File: config.mk
export PLATFORM = sky130hd
export DESIGN_NAME = program_counter_stack
export DESIGN_NICKNAME = d
export VERILOG_FILES = /design/src/rtl/program_counter_stack.sv
export SDC_FILE = /design/constraint.sdc
export NUM_CORES = 1
export LEC_CHECK = 0
export CELL_PAD_IN_SITES_DETAIL_PLACEMENT = 0
export CELL_PAD_IN_SITES_GLOBAL_PLACEMENT = 1
export CORE_ASPECT_RATIO = 2
export CORE_MARGIN = 1
export CORE_UTILIZATION = 46
export CTS_CLUSTER_DIAMETER = 150
export CTS_CLUSTER_SIZE = 28
export DETAILED_ROUTE_END_ITERATION = 8
export GPL_TIMING_DRIVEN = 0
export PLACE_DENSITY_LB_ADDON = 0.1
export RECOVER_POWER = 50
export SLEW_MARGIN = 15
export SYNTH_ARGS = -nofsm -noshare
export SYNTH_HDL_FRONTEND = slang
export SYNTH_SLANG_ARGS = --single-unit
File: constraint.sdc
create_clock -name clk -period 4.85 [get_ports clk]
set_clock_uncertainty 0.05 [all_clocks]
set_input_delay 0.7275 -clock clk [delete_from_list [all_inputs] [get_ports clk]]
set_output_delay 0.7275 -clock clk [all_outputs]
set_load 0.005 [all_outputs]
File: src/rtl/program_counter_stack.sv
// Fetch-stage program counter with stall, absolute load, relative branch, call and return.
// Call/return use a small LIFO return-address stack with registered empty/full flags and a sticky error bit.
module program_counter_stack #(
  parameter int WIDTH       = 16,
  parameter int STEP        = 1,
  parameter int RESET_VEC   = 0,
  parameter int STACK_DEPTH = 4,
  parameter int OFF_W       = 8
) (
  input  logic             clk,
  input  logic             rst,
  input  logic             stall,
  input  logic             ld_sig,
  input  logic [WIDTH-1:0] ld_in,
  input  logic             br_sig,
  input  logic [OFF_W-1:0] br_off,
  input  logic             call_sig,
  input  logic             ret_sig,
  output logic [WIDTH-1:0] out,
  output logic             stack_empty,
  output logic             stack_full,
  output logic             stack_err
);

  localparam int AW = (STACK_DEPTH > 1) ? $clog2(STACK_DEPTH) : 1;
  localparam int CW = AW + 1;

  logic [WIDTH-1:0] out_reg, out_next;
  logic [CW-1:0]    count_reg, count_next;
  logic             err_reg, err_next;
  logic             empty_reg, full_reg;
  logic             push;

  logic [WIDTH-1:0] stack_mem [STACK_DEPTH];

  logic [WIDTH-1:0] seq_addr;
  logic [WIDTH-1:0] br_addr;
  logic [CW-1:0]    count_inc;
  logic [CW-1:0]    count_dec;
  logic [AW-1:0]    wr_idx;
  logic [AW-1:0]    rd_idx;
  logic             cnt_empty;
  logic             cnt_full;

  assign seq_addr  = out_reg + WIDTH'(STEP);
  // Branch is relative to the current PC, with the offset sign-extended to full width.
  assign br_addr   = out_reg + {{(WIDTH-OFF_W){br_off[OFF_W-1]}}, br_off};
  assign count_inc = count_reg + CW'(1);
  assign count_dec = count_reg - CW'(1);
  assign wr_idx    = count_reg[AW-1:0];
  assign rd_idx    = count_dec[AW-1:0];
  assign cnt_empty = (count_reg == '0);
  assign cnt_full  = (count_reg == CW'(STACK_DEPTH));

  always_comb begin
    out_next   = out_reg;
    count_next = count_reg;
    err_next   = err_reg;
    push       = 1'b0;
    if (!stall) begin
      if (ret_sig) begin
        if (!cnt_empty) begin
          out_next   = stack_mem[rd_idx];
          count_next = count_dec;
        end else begin
          out_next = seq_addr;
          err_next = 1'b1;
        end
      end else if (call_sig) begin
        out_next = ld_in;
        if (!cnt_full) begin
          push       = 1'b1;
          count_next = count_inc;
        end else begin
          err_next = 1'b1;
        end
      end else if (ld_sig) begin
        out_next = ld_in;
      end else if (br_sig) begin
        out_next = br_addr;
      end else begin
        out_next = seq_addr;
      end
    end
  end

  always_ff @(posedge clk) begin
    if (rst) begin
      out_reg   <= WIDTH'(RESET_VEC);
      count_reg <= '0;
      err_reg   <= 1'b0;
      empty_reg <= 1'b1;
      full_reg  <= 1'b0;
    end else begin
      out_reg   <= out_next;
      count_reg <= count_next;
      err_reg   <= err_next;
      empty_reg <= (count_next == '0);
      full_reg  <= (count_next == CW'(STACK_DEPTH));
    end
  end

  // Stack storage needs no reset: entries above count are never read.
  always_ff @(posedge clk) begin
    if (!rst && push) begin
      stack_mem[wr_idx] <= seq_addr;
    end
  end

  assign out         = out_reg;
  assign stack_empty = empty_reg;
  assign stack_full  = full_reg;
  assign stack_err   = err_reg;

endmodule

# --- Yosys cells after proc, flatten, opt, wreduce, memory -nomap -nowiden ---
# Memories as Yosys holds them, arrays and structs flattened.
# Cells that the tools add are included.
# Widths: inputs -> output; s select.
op_classes:
  addsub: 4
  multipliers: 0
  div_mod_pow: 0
  magnitude_cmp: 0
  n_eq_ne: 3
  shift: 0
  muxes: 20
  bitwise: 1
  n_reduce_logical: 7
op_table:
  columns: ["cell", "n"]
  rows:
  - ["$mux 16", 5]
  - ["$add 16x1->16 const B", 1]
  - ["$add 16x16->16", 1]
  - ["$mux 3", 5]
  - ["$mux 1", 10]
  - ["$eq 3x3->1 const B", 2]
  - ["$logic_not 3->1", 2]
  - ["$reduce_and 4->1", 1]
  - ["$reduce_bool 2->1", 2]
  - ["$add 3x1->3 const B", 1]
  - ["$sub 3x1->3 const B", 1]
  - ["$ne 2x1->1 const B", 1]
  - ["$logic_and 1x1->1", 1]
  - ["$logic_not 1->1", 1]
  - ["$not 1->1", 1]
totals:
  register_bits: 22
  latch_bits: 0
  mem_bits_rw: 64
  rom_bits: 0
  inputBits: 31
  out_inout_bits: 19
  elab_cells: 41
  memories: 1
mem_list:
  columns: ["memory", "depth", "word_bits", "read_ports", "rd_clocked_by_memory_dff", "write_ports", "line_no", "source"]
  rows:
  - ["stack_mem", 4, 16, 1, 0, 1, "34", "logic [WIDTH-1:0] stack_mem [STACK_DEPTH];"]

# --- Depth between registers and ports, before layout ---
logic_depth:
  word_depth: 8
  mapped_depth: 12
  depth_no_buf: 9

# --- Worst setup path before layout ---
# OpenSTA, ideal clock, no wires.
synth_timing:
  path_kind: "register -> register"
  from: "reg count_reg[0]"
  to: "mem stack_mem[3][0] (enable)"
  setup_ps: 413
  arrival_ps: 2895
  required_time_ps: 4387
  path_slack_ps: 1493
  stages_incl_launch_ff: 8
  path_buffers: 2
  synth_period_minus_slack_ps: 3357
  path_cell_list: "dfxtp_1 buf_4 buf_2 inv_1 ha_1 ha_1 and3b_1 nor3b_1"
synth_between:
  elab_chain_cells: 8
synth_rtl:
  columns: ["item", "line_no", "source"]
  rows:
  - ["start: declaration", "29", "logic [CW-1:0] count_reg, count_next;"]
  - ["start signal: assignment", "96", "count_reg <= count_next;"]
  - ["$eq 3x3->1", "53", "assign cnt_full = (count_reg == CW'(STACK_DEPTH));"]
  - ["$mux 1", "71", "if (!cnt_full) begin"]
  - ["$mux 1", "69", "end else if (call_sig) begin"]
  - ["$mux 1", "61", "if (ret_sig) begin"]
  - ["$mux 1", "60", "if (!stall) begin"]
  - ["$logic_and 1x1->1", "105", "if (!rst && push) begin"]
  - ["$mux 1", "105", null]
  - ["$mux 1 (not written as such)", "106", "stack_mem[wr_idx] <= seq_addr;"]
  - ["end: declaration", "34", null]
# Parallel ways exist; a longest one is shown, timed or not.

# --- Worst setup path in the final report ---
layout_timing:
  from: "reg count_reg[0]"
  to: "reg out_reg[9], in the netlist out[9]"
layout_between:
  elab_chain_cells: 4
  elab_cells_between_ends: 5
  cone_classes: "add/sub: 1; mux: 2; reduce/logical: 1; memory: 1"
layout_rtl:
  columns: ["item", "line_no", "source"]
  rows:
  - ["$sub 3x1->3", "49", "assign count_dec = count_reg - CW'(1);"]
  - ["$mem_v2 4x16", null, null]
  - ["$mux 16 (*)", "62", "if (!cnt_empty) begin"]
  - ["$mux 16 (*)", "61", null]
  - ["end signal: assignment", "89", "out_reg <= WIDTH'(RESET_VEC);"]
  - ["end signal: assignment", "95", "out_reg <= out_next;"]
  - ["end: declaration", "28", "logic [WIDTH-1:0] out_reg, out_next;"]
# Every way passes the cells marked *; elsewhere a longest branch is shown, timed or not.
# A chain may end at the register's enable or synchronous reset.

==> results.txt <==
status - completed
Starting DRT DRC Count - 216
NetSw - 0.569 mW
critical path arrival - 3920 ps
# setup viols final - 0
pre-CTS WS - 1250 ps
Inst Count DP - 636
Design Power - 1.92 mW
complex-gate fraction of the synthesized area - 15.7%
nets - 565
max incr delay on CP - 630 ps
row count - 53
CTS sink count - 86
hpwl dp - 10.9 mm
Final Cell Area - 5920 um^2
f_max - 267 MHz
syn avg cell area - 11.1 um^2
Post-Synth Simple-Gate Area - 13.7%
Leakage - 2.16 nW
CTS clk-pin slew, worst paths - 70 ps
part of the power in registers - 44.2%
GP Congestion - 0.857
VDD IR-drop max - 0.188 mV
initial core utilization - 47.5%
postcts setup bufs - 0
Top Layer Used - met4
initial antenna violation count - 0
Port Buffers - 47
die area - 11,300 um^2
hold buffers post-CTS - 0
vias in the first global route - 3,931
Pint - 1.35 mW
Gate power share - 21.2%
commonest cells after routing, fill and taps aside - edfxtp_1, nand2_1, a21oi_1, o21ai_0, clkdlybuf4s50_1
multiplexer share of the synthesized area - 10.1%
crit share post-route - 77.2%
switching share of power - 29.7%
Vias/cell - 5.99
drt first pass iters - 5
syn_nets - 505
Slew Limit Fails - 0
post-route insts no fill - 652
Crit-path slowest cell - clkbuf_1
routed len/inst - 21.3 um
post-synth cell types - 66
Die Width - 75.8 um
Synth Area in XOR/XNOR - 3.82%
adder-cell share of the synthesized area - 6.14%
Root Driver - clkbuf_16
CTS tree - done
largest family of logic cells by synthesized area - compound AO/OA/AOI/OAI gates
Clock Latency Late Sink - 350 ps
PD cells - 323 nW/um^2
Slew headroom - 43.5%
sequential share of the synthesized area - 47.2%
Post-synth ARST share - 0%
critical path class - flop to flop
Top-Level Pins - 50
CTS Buffer Depth - 2
Global Route Usage Sum - 26.7%
critical path capture point type - flop
chip height - 150 um
clock network power share - 34.7%
max cap viols - 0
Vias - 3,903
WP data required - 5030 ps
most common cell after layout, fill and taps aside - edfxtp_1
Hold Path Class - flop to flop
CTS buffer count - 9
CP Launch Type - flop
first-pass GRT wire length - 21.5 mm
worst slew pin tran - 848 ps
Final Hold Viols - 0
WL met2 - 7.78 mm
crit-path max FO - 10
Detail Route Antenna Nets - 0
DR WL met3 - 498 um
Antenna Cells - 0
number of remaining DRC errors - 0
RSZ-0062 raised after global routing - no
layout cells sized above 1 - 9.90%
post-cts gate resize count - 0
GR Overflow Total - 0
Post-Synthesis Cell Area - 5010 um^2
Area growth syn-to-layout - 18.3%
Hold WS - 428 ps
CP cell instances - buf_4 -> clkbuf_1 -> inv_1 -> ha_1 -> buf_2 -> buf_1 -> mux4_2 -> nand2_1 -> o21ai_0 -> a211oi_1 -> o22ai_1
Layout fillers - 940
pin count of the biggest net entering global routing - 17
total wire length - 13.9 mm
Yosys warnings - 0
Top FF cell, synth - edfxtp_1
Setup WS post-layout - 1110 ps
fin crit period - 3740 ps
post-route setup TNS - 0 ps
flip-flop count of the largest register after layout - 64
core area - 10,500 um^2
Post-DP Area - 5670 um^2
Synth Instances - 450
EDFF count, synth - 64
Layout Utilization - 56.2%
#FFs+latches synth - 86
htree depth - 3
Metal-1 WL - 5.14 mm
==> power groups by stage <==
stage          Clock, mW  Combinational, mW  Sequential (mW)
3_5_place_dp           0              0.410            0.864
3_3_place_gp           0              0.404            0.863
2_1_floorplan          0              0.265            0.856
5_1_grt            0.689              0.445            0.849
6_report           0.664              0.406            0.846
4_1_cts            0.665              0.413            0.848
==> layer usage <==
| metal | track usage (%) | vias to the layer above |
|---|---|---|
| met4 | 11.1 | 0 |
| met1 | 28.9 | 1917 |
| met3 | 3.77 | 30 |
| li1 | - | 1852 |
| met2 | 49.4 | 104 |
| met5 | 0 | - |
==> cell usage after synthesis, drive strengths merged, types with 4 or more instances <==
master,number,area (um^2)
nor3,8,40.0
a221oi,4,35.0
a21oi,31,155
nand2,37,139
mux2,4,45.0
inv,21,78.8
a211oi,12,95.1
and2,8,50.1
ha,23,288
mux4,16,360
mux2i,10,100
and3,5,31.3
nand4,8,71.3
clkbuf,15,57.6
o211ai,6,45.0
buf,7,35.0
xor2,9,78.8
nand3,14,70.1
edfxtp,64,1920
dfxtp,22,440
o21ai,29,145
xnor2,12,113
nor2,23,86.3
nand2b,4,25.0
==> critical path, delay by kind of cell, from the launching register on <==
family	cells	cell delay [ps]
buffers and inverters	5	1840
AOI/OAI and AO/OA	3	530
muxes	1	410
DFF	1	380
adders and majority gates	1	340
and+or+nand+nor	1	70
==> area by class of cell <==
class                   instances  area (um^2)  area share (%)
multi-input cells             321         2450            41.4
flip-flops and latches         86         2360            39.9
repair buffers                 49          485            8.19
clock buffers                   9          225            3.80
well taps                     137          171            2.89
plain buffers                  22         90.1            1.52
inverters                      21         78.8            1.33
clock inverters                 7         56.3           0.950
==> cells by family after synthesis <==
family,after synthesis
simple gates,130
buf+inv,43
xor+xnor,21
compound gates,116
fa+ha+maj,24
mux,30
flops,86
==> path summary, 6_finish.rpt <==
kind / slack [ps] / cells after the start / start / endpoint
min reg2reg: 430 / 2 / stack_err / stack_err
max reg2reg: 1110 / 11 / count_reg[0] / out[9]
max: 1110 / 11 / count_reg[0] / out[9]
min: 430 / 2 / stack_err / stack_err
Note: power is estimated with default switching activity, not from simulation.
